==> config.mk <==
export PLATFORM = sky130hd
export DESIGN_NAME = demux1_2_buf
export DESIGN_NICKNAME = d
export VERILOG_FILES = /design/src/rtl/demux1_2_buf.sv
export SDC_FILE = /design/constraint.sdc
export NUM_CORES = 1
export LEC_CHECK = 0
export CAP_MARGIN = 10
export CORE_MARGIN = 5
export CORE_UTILIZATION = 57
export CTS_CLUSTER_SIZE = 12
export DETAILED_ROUTE_END_ITERATION = 8
export PLACE_DENSITY = 0.82
export SLEW_MARGIN = 20
export SYNTH_ARGS = -nofsm -noshare
export SYNTH_HDL_FRONTEND = slang
export SYNTH_SLANG_ARGS = --single-unit
==> constraint.sdc <==
create_clock -name clk -period 3.85 [get_ports clk]
set_clock_uncertainty 0.1 [all_clocks]
set_input_delay 0.77 -clock clk [delete_from_list [all_inputs] [get_ports clk]]
set_output_delay 0.77 -clock clk [all_outputs]
set_load 0.01 [all_outputs]
==> src/rtl/demux1_2_buf.sv <==
// 1-to-2 registered stream router.
// Each side has its own two-entry buffer with a registered head word.
module demux1_2_buf_side #(
  parameter int N = 32
) (
  input  logic         clk,
  input  logic         rst,
  input  logic         i_push,
  input  logic         i_pop,
  input  logic [N-1:0] i_d,
  output logic [N-1:0] o_head,
  output logic         o_valid,
  output logic         o_full
);

  logic [N-1:0] r_head;
  logic [N-1:0] r_tail;
  logic [1:0]   r_cnt;
  logic         w_pop;

  assign o_valid = (r_cnt != 2'd0);
  assign o_full  = (r_cnt == 2'd2);
  assign o_head  = r_head;
  assign w_pop   = o_valid && i_pop;

  // Head stays put when the last word pops, so an empty side shows the last word.
  always_ff @(posedge clk) begin
    if (rst) begin
      r_head <= '0;
      r_tail <= '0;
      r_cnt  <= 2'd0;
    end else begin
      unique case ({i_push, w_pop})
        2'b10: begin
          if (r_cnt == 2'd0) r_head <= i_d;
          else               r_tail <= i_d;
          r_cnt <= r_cnt + 2'd1;
        end
        2'b01: begin
          if (r_cnt == 2'd2) r_head <= r_tail;
          r_cnt <= r_cnt - 2'd1;
        end
        2'b11: begin
          r_head <= i_d;
        end
        default: begin
        end
      endcase
    end
  end

endmodule

module demux1_2_buf #(
  parameter int N = 32
) (
  input  logic         clk,
  input  logic         rst,
  input  logic [N-1:0] S,
  input  logic         Ctrl,
  input  logic         in_valid,
  output logic         in_ready,
  output logic [N-1:0] A,
  output logic         a_valid,
  input  logic         a_ready,
  output logic [N-1:0] B,
  output logic         b_valid,
  input  logic         b_ready
);

  logic w_full_a;
  logic w_full_b;
  logic w_push_a;
  logic w_push_b;

  // Full blocks push even with a pop pending: no ready-to-ready path.
  assign in_ready = Ctrl ? !w_full_b : !w_full_a;
  assign w_push_a = in_valid && in_ready && !Ctrl;
  assign w_push_b = in_valid && in_ready && Ctrl;

  demux1_2_buf_side #(.N(N)) u_a (
    .clk     (clk),
    .rst     (rst),
    .i_push  (w_push_a),
    .i_pop   (a_ready),
    .i_d     (S),
    .o_head  (A),
    .o_valid (a_valid),
    .o_full  (w_full_a)
  );

  demux1_2_buf_side #(.N(N)) u_b (
    .clk     (clk),
    .rst     (rst),
    .i_push  (w_push_b),
    .i_pop   (b_ready),
    .i_d     (S),
    .o_head  (B),
    .o_valid (b_valid),
    .o_full  (w_full_b)
  );

endmodule
==> reports/summary.txt, run 1 <==
Synth Area per Inst = 9.68 µm²
Leak = 2.48 nW
post-CTS setup buffer count = 0
dpl cells = 814
initial antenna violation count = 0
final number of setup-violating endpoints = 0
CTS tree = yes
unrepaired setup endpoints after global routing = false
CTS Hold Bufs = 0
fin crit period = 2.95 ns
H-tree levels = 4
Final ANT Viol Nets = 0
vias = 5,051
storage element area = 0.00264 mm²
Setup TNS Final = 0 ns
Boundary Pins = 105
# diodes = 0
final WL = 15,800 µm
largest net degree at the start of global routing = 71
pwr dens = 882 mW/mm²
Max Cap Viol = 0
post-CTS sizing = 0
die span in x = 113 µm
Synth Register Bits = 132
final non-filler cell total = 846
drt first pass iters = 6
Yosys cell types = 27
maximum root-to-sink buffer count = 2
total number of yosys warnings = 0
clock root cell = clkbuf_8
Die ar. = 0.0127 mm²
Row Count = 37
Worst Hold Class = flip-flop to flip-flop
Layout area overhead = 27.1%
largest stage delay on the critical path = 0.50 ns
initial DRC count = 417
required time of the critical path = 2.98 ns
Peak Freq = 338 MHz
first-pass GRT wire length = 26,300 µm
Tcrit/Tclk final = 76.7%
Port Buffers = 104
Max-slew headroom = 44.6%
# DRC = 0
GPL Wtd Cong = 0.797
final net count = 741
CP startpoint kind = primary input
vias in the first global route = 5,213
total CTS buffers = 17
starting density of the core = 58.3%
Setup CP Type = primary input to output port
clock slew at reported path FFs = 0.06 ns
CP Max Fanout = 3
Mapped Cells = 622
Fillers = 710
DR vias/cell = 5.97
Sink Count = 132
worst slew pin tran = 0.831 ns
Multi-input gate area = 0.00307 mm²
layout cell share with drive strength beyond 1 = 16.9%
CP Data Arrival Time = 2.08 ns
Slew Viols, Final = 0
slowest CP cell = clkdlybuf4s50_1
Die H = 113 µm
final hold violation count = 0
Wirelength per Cell = 18.7 µm
Top delay family on crit path = buffers and inverters
CP bufs+invs = 2
gr usage total = 25.4%
clock latency on the worst-skew pair = 0.52 ns
post-synthesis cell area = 0.00602 mm²
Cell Chain, Critical Path = clkdlybuf4s50_1 -> mux2_2 -> clkdlybuf4s50_1
Peak VDD IR = 738 µV
remaining global-route overflow = 0
Post-Syn Nets = 666
DPL Wire Length = 10,100 µm
most used cell along the critical path = clkdlybuf4s50_1
commonest non-fill, non-tap cell in the layout = dfxtp_1
core area = 0.0103 mm²
post-synthesis sequential area ratio = 43.9%
status = complete, no violations
Final Core Density = 74.2%
commonest cells after routing, fill and taps aside = dfxtp_1, nand2_1, clkdlybuf4s50_1
crit end category = output port
[path summary, 6_finish.rpt]
| path | depth (start not counted) | end | slack (ns) | start |
|---|---|---|---|---|
| setup / recovery | 3 | in_ready | 0.90 | Ctrl |
| hold reg to reg | 2 | u_a.r_tail[23] | 0.35 | u_a.r_tail[23] |
| hold / removal | 2 | u_a.r_tail[23] | 0.35 | u_a.r_tail[23] |
| setup reg to reg | 7 | u_a.o_head[31] | 1.11 | u_a.r_cnt[1] |
[cell type report]
type	count	area share, %
Inverter	6	0.294
Tap cell	136	2.22
Clock inverter	14	2.42
Multi-Input combinational cell	423	40.1
Clock buffer	18	5.46
Timing Repair Buffer	117	15.0
Sequential cell	132	34.5
[worst min-delay path, cell delays in order, from the launching register on]
cell and delay (ns):
dfxtp_1 0.30, nand2_1 0.05, a21oi_1 0.05
[power by group]
part / leakage [nW] / switching, mW / internal, mW
Sequential: 1.08 / 0.293 / 1.78
Combinational: 1.11 / 1.61 / 1.42
Clock: 0.291 / 0.600 / 1.05
Total: 2.48 / 2.51 / 4.25
[per-stage QoR]
step / hold WS (ns) / setup WS, ns / instance area [µm²] / power [mW]
global placement: 0.341 / 0.692 / 7050 / 5.00
CTS: 0.356 / 0.890 / 7660 / 6.77
finish: 0.355 / 0.896 / 7660 / 6.76
detailed placement: 0.348 / 0.641 / 7050 / 5.10
global route: 0.379 / 0.851 / 7660 / 7.10
floorplan: 0.336 / 1.62 / 6020 / 4.05
[cell families after synthesis]
group                      Yosys count  synth area share [%]
muxes                               67                  11.3
and+or+nand+nor                    144                  9.66
buffers and inverters               67                  5.84
AOI/OAI and AO/OA                  202                  27.5
xor gates and xnor gates             4                 0.582
adders and majority gates            6                  1.25
DFF                                132                  43.9
[metal layers]
layer / routed length, µm / GRT usage (%) / vias to the layer above
li1: - / - / 2391
met1: 6840 / 32.8 / 2444
met2: 7740 / 41.8 / 189
met3: 924 / 5.40 / 27
met4: 325 / 9.94 / 0
met5: 0 / 0 / -
[registers in the layout (all words and copies together) (netlist names)]
name        cells
u_a.o_head     32
u_a.r_cnt       2
u_a.r_tail     32
u_b.o_head     32
u_b.r_cnt       2
u_b.r_tail     32
[synthesized netlist by cell type]
library cell	n	area share (%)
dfxtp_1	132	44
nand2_1	130	8.1
a211oi_1	68	8.5
a21oi_1	66	5.5
mux2i_1	64	11
a211oi_2	60	12
buf_2	32	2.7
clkbuf_1	18	1.1
buf_6	8	1.5
ha_1	6	1.2
inv_1	6	0.37
nor2_1	4	0.25
xnor2_1	4	0.58
buf_1	3	0.19
a21o_4	2	0.50
mux2i_2	2	0.46
o21a_1	2	0.25
o21ai_0	2	0.17
o21ai_1	2	0.17
or2_2	2	0.21
or2b_1	2	0.25
or3_1	2	0.21
mux2_2	1	0.19
nand3_1	1	0.083
nand3b_1	1	0.12
nor3_2	1	0.17
nor3_4	1	0.27
Note: power is estimated with default switching activity, not from simulation.
==> run 2: changes to the inputs <==
CORE_UTILIZATION = 48   (was 57)
PLACE_DENSITY = 0.74   (was 0.82)
clock period = 2.6 ns   (was 3.85 ns; I/O delays follow)
==> reports/summary.txt, run 2 (synthesized netlist as in run 1, its figures left out) <==
crit end category = output port
final WL = 15,700 µm (-0.52%)
gr usage total = 22.0% (-3.5 points)
Total Power = 10.1 mW (+49%)
H-tree levels = 4 (unchanged)
Setup CP Type = primary input to output port
final net count = 753 (+1.6%)
required time of the critical path = 1.98 ns (-1.00 ns)
Peak VDD IR = 1090 µV (+48%)
vias = 5,001 (-0.99%)
largest stage delay on the critical path = 0.50 ns (about the same)
Fillers = 992 (+40%)
die span in x = 122 µm (+8.2%)
slowest CP cell = clkdlybuf4s50_1
status = complete, no violations
Max-slew headroom = 62.5% (+18 points)
Tcrit/Tclk final = 94.5%
fin area = 0.00786 mm² (+2.6%)
Final ANT Viol Nets = 0 (unchanged)
maximum root-to-sink buffer count = 2 (unchanged)
Die H = 122 µm (+8.2%)
Wirelength per Cell = 17.6 µm (-5.9%)
clock root cell = clkbuf_16
Worst Hold Class = flip-flop to flip-flop
Max Cap Viol = 0 (unchanged)
drt first pass iters = 5 (-1)
final number of setup-violating endpoints = 0 (unchanged)
Row Count = 41 (+11%)
DPL Wire Length = 10,700 µm (+5.0%)
Die ar. = 0.0149 mm² (+17%)
vias in the first global route = 5,206 (-0.13%)
Boundary Pins = 105 (unchanged)
post-placement cell area = 0.00726 mm² (+3.0%)
cell count of the worst hold path = 2 (unchanged)
first-pass GRT wire length = 26,000 µm (-1.2%)
CTS tree = yes
r2r worst-path depth = 7 (unchanged)
total CTS buffers = 17 (unchanged)
Slew Viols, Final = 0 (unchanged)
post-CTS setup buffer count = 0 (unchanged)
dpl cells = 862 (+5.9%)
fin crit period = 2.46 ns
unrepaired setup endpoints after global routing = false
layout cell share with drive strength beyond 1 = 18.4% (+1.5 points)
clock slew at reported path FFs = 0.05 ns (about the same)
final hold violation count = 0 (unchanged)
core area = 0.0125 mm² (+21%)
# DRC = 0 (unchanged)
# diodes = 0 (unchanged)
DR vias/cell = 5.59 (-6.3%)
commonest cells after routing, fill and taps aside = nand2_1, dfxtp_1, clkdlybuf4s50_1
worst slew pin tran = 0.563 ns (-0.268 ns)
largest net degree at the start of global routing = 48 (-32%)
initial DRC count = 296 (-29%)
CP Max Fanout = 3 (unchanged)
GPL Wtd Cong = 0.784 (-1.6%)
CP Data Arrival Time = 1.84 ns (-0.24 ns)
most used cell along the critical path = clkdlybuf4s50_1
starting density of the core = 48.3% (-10 points)
final non-filler cell total = 894 (+5.7%)
CP bufs+invs = 2 (unchanged)
clock latency on the worst-skew pair = 0.40 ns (-0.12 ns)
Peak Freq = 407 MHz
routing usage on met1 = 26.8% (-6.0 points)
Port Buffers = 104 (unchanged)
global routing met3 resource utilization = 5.52% (+0.12 points)
Sink Count = 132 (unchanged)
Layout area overhead = 30.5%
initial antenna violation count = 0 (unchanged)
Critical Path Stages = 3 (unchanged)
Top delay family on crit path = buffers and inverters
Most Crowded Layer GR = met2
remaining global-route overflow = 0 (unchanged)
Leak = 2.57 nW (+3.7%)
Cell Chain, Critical Path = clkdlybuf4s50_1 -> mux2_2 -> clkdlybuf4s50_1
CP startpoint kind = primary input
pwr dens = 1280 mW/mm² (+45%)
M2 GR Usage = 36.6% (-5.2 points)
==> run 2: cell types whose count changed in the layout (fill, tap and decap cells not counted), sizes merged <==
cell / before / now
buf: 14 / 26
bufinv: 4 / 3
clkbuf: 18 / 21
clkinv: 6 / 7
clkinvlp: 3 / 1
inv: 7 / 6
==> run 2: layout make-up <==
type,instances,area (µm²),area share (%)
Clock buffer,21,460,5.86
Clock inverter,11,133,1.69
Inverter,6,22.5,0.287
Multi-Input combinational cell,423,3070,39.1
Sequential cell,132,2650,33.7
Tap cell,172,215,2.74
Timing Repair Buffer,129,1310,16.7
==> run 2: through the flow <==
step                setup slack [ns]  setup TNS (ns)  util (%)  hold slack [ns]
floorplan                      0.414               0         -            0.336
global placement              0.0316               0      58.3            0.341
detailed placement           -0.0702           -1.55      58.3            0.348
CTS                           0.0358               0      63.0            0.355
global route                  0.0693               0      63.0            0.367
finish                         0.144               0      63.0            0.353
==> run 2: report_power, final <==
group	total (mW)	internal, mW	switching (mW)
sequential	3.08	2.65	0.432
clock	2.39	1.55	0.842
combinational	4.60	2.22	2.39
total	10.1	6.41	3.66
==> run 2: worst reg2reg max path: stages, from the launching register on <==
cell	delay, ns
dfxtp_2	0.42
or2b_1	0.27
nand3b_1	0.16
inv_1	0.06
ha_1	0.28
nor3_4	0.27
a21o_4	0.44
a211oi_1	0.17
==> run 2: path summary, 6_finish.rpt <==
check                      start              to  slack, ns
setup / recovery            Ctrl        in_ready       0.14
hold / removal    u_a.r_tail[30]  u_a.r_tail[30]       0.35
setup reg to reg    u_a.r_cnt[1]  u_a.o_head[30]       0.29
hold reg to reg   u_a.r_tail[30]  u_a.r_tail[30]       0.35
==> run 2: timing repair <==
action | 4_1_cts | 5_1_grt
hold buffers | 0 | 0
setup endpoints to repair | 0 | 1
resized for setup | 0 | 2
endpoints found under the hold margin | 0 | 0
==> run 2: per-layer routing <==
metal | vias up | wire length (µm)
met5 | - | 0
met4 | 0 | 361
met3 | 29 | 880
met2 | 134 | 7780
met1 | 2426 | 6720
li1 | 2412 | -
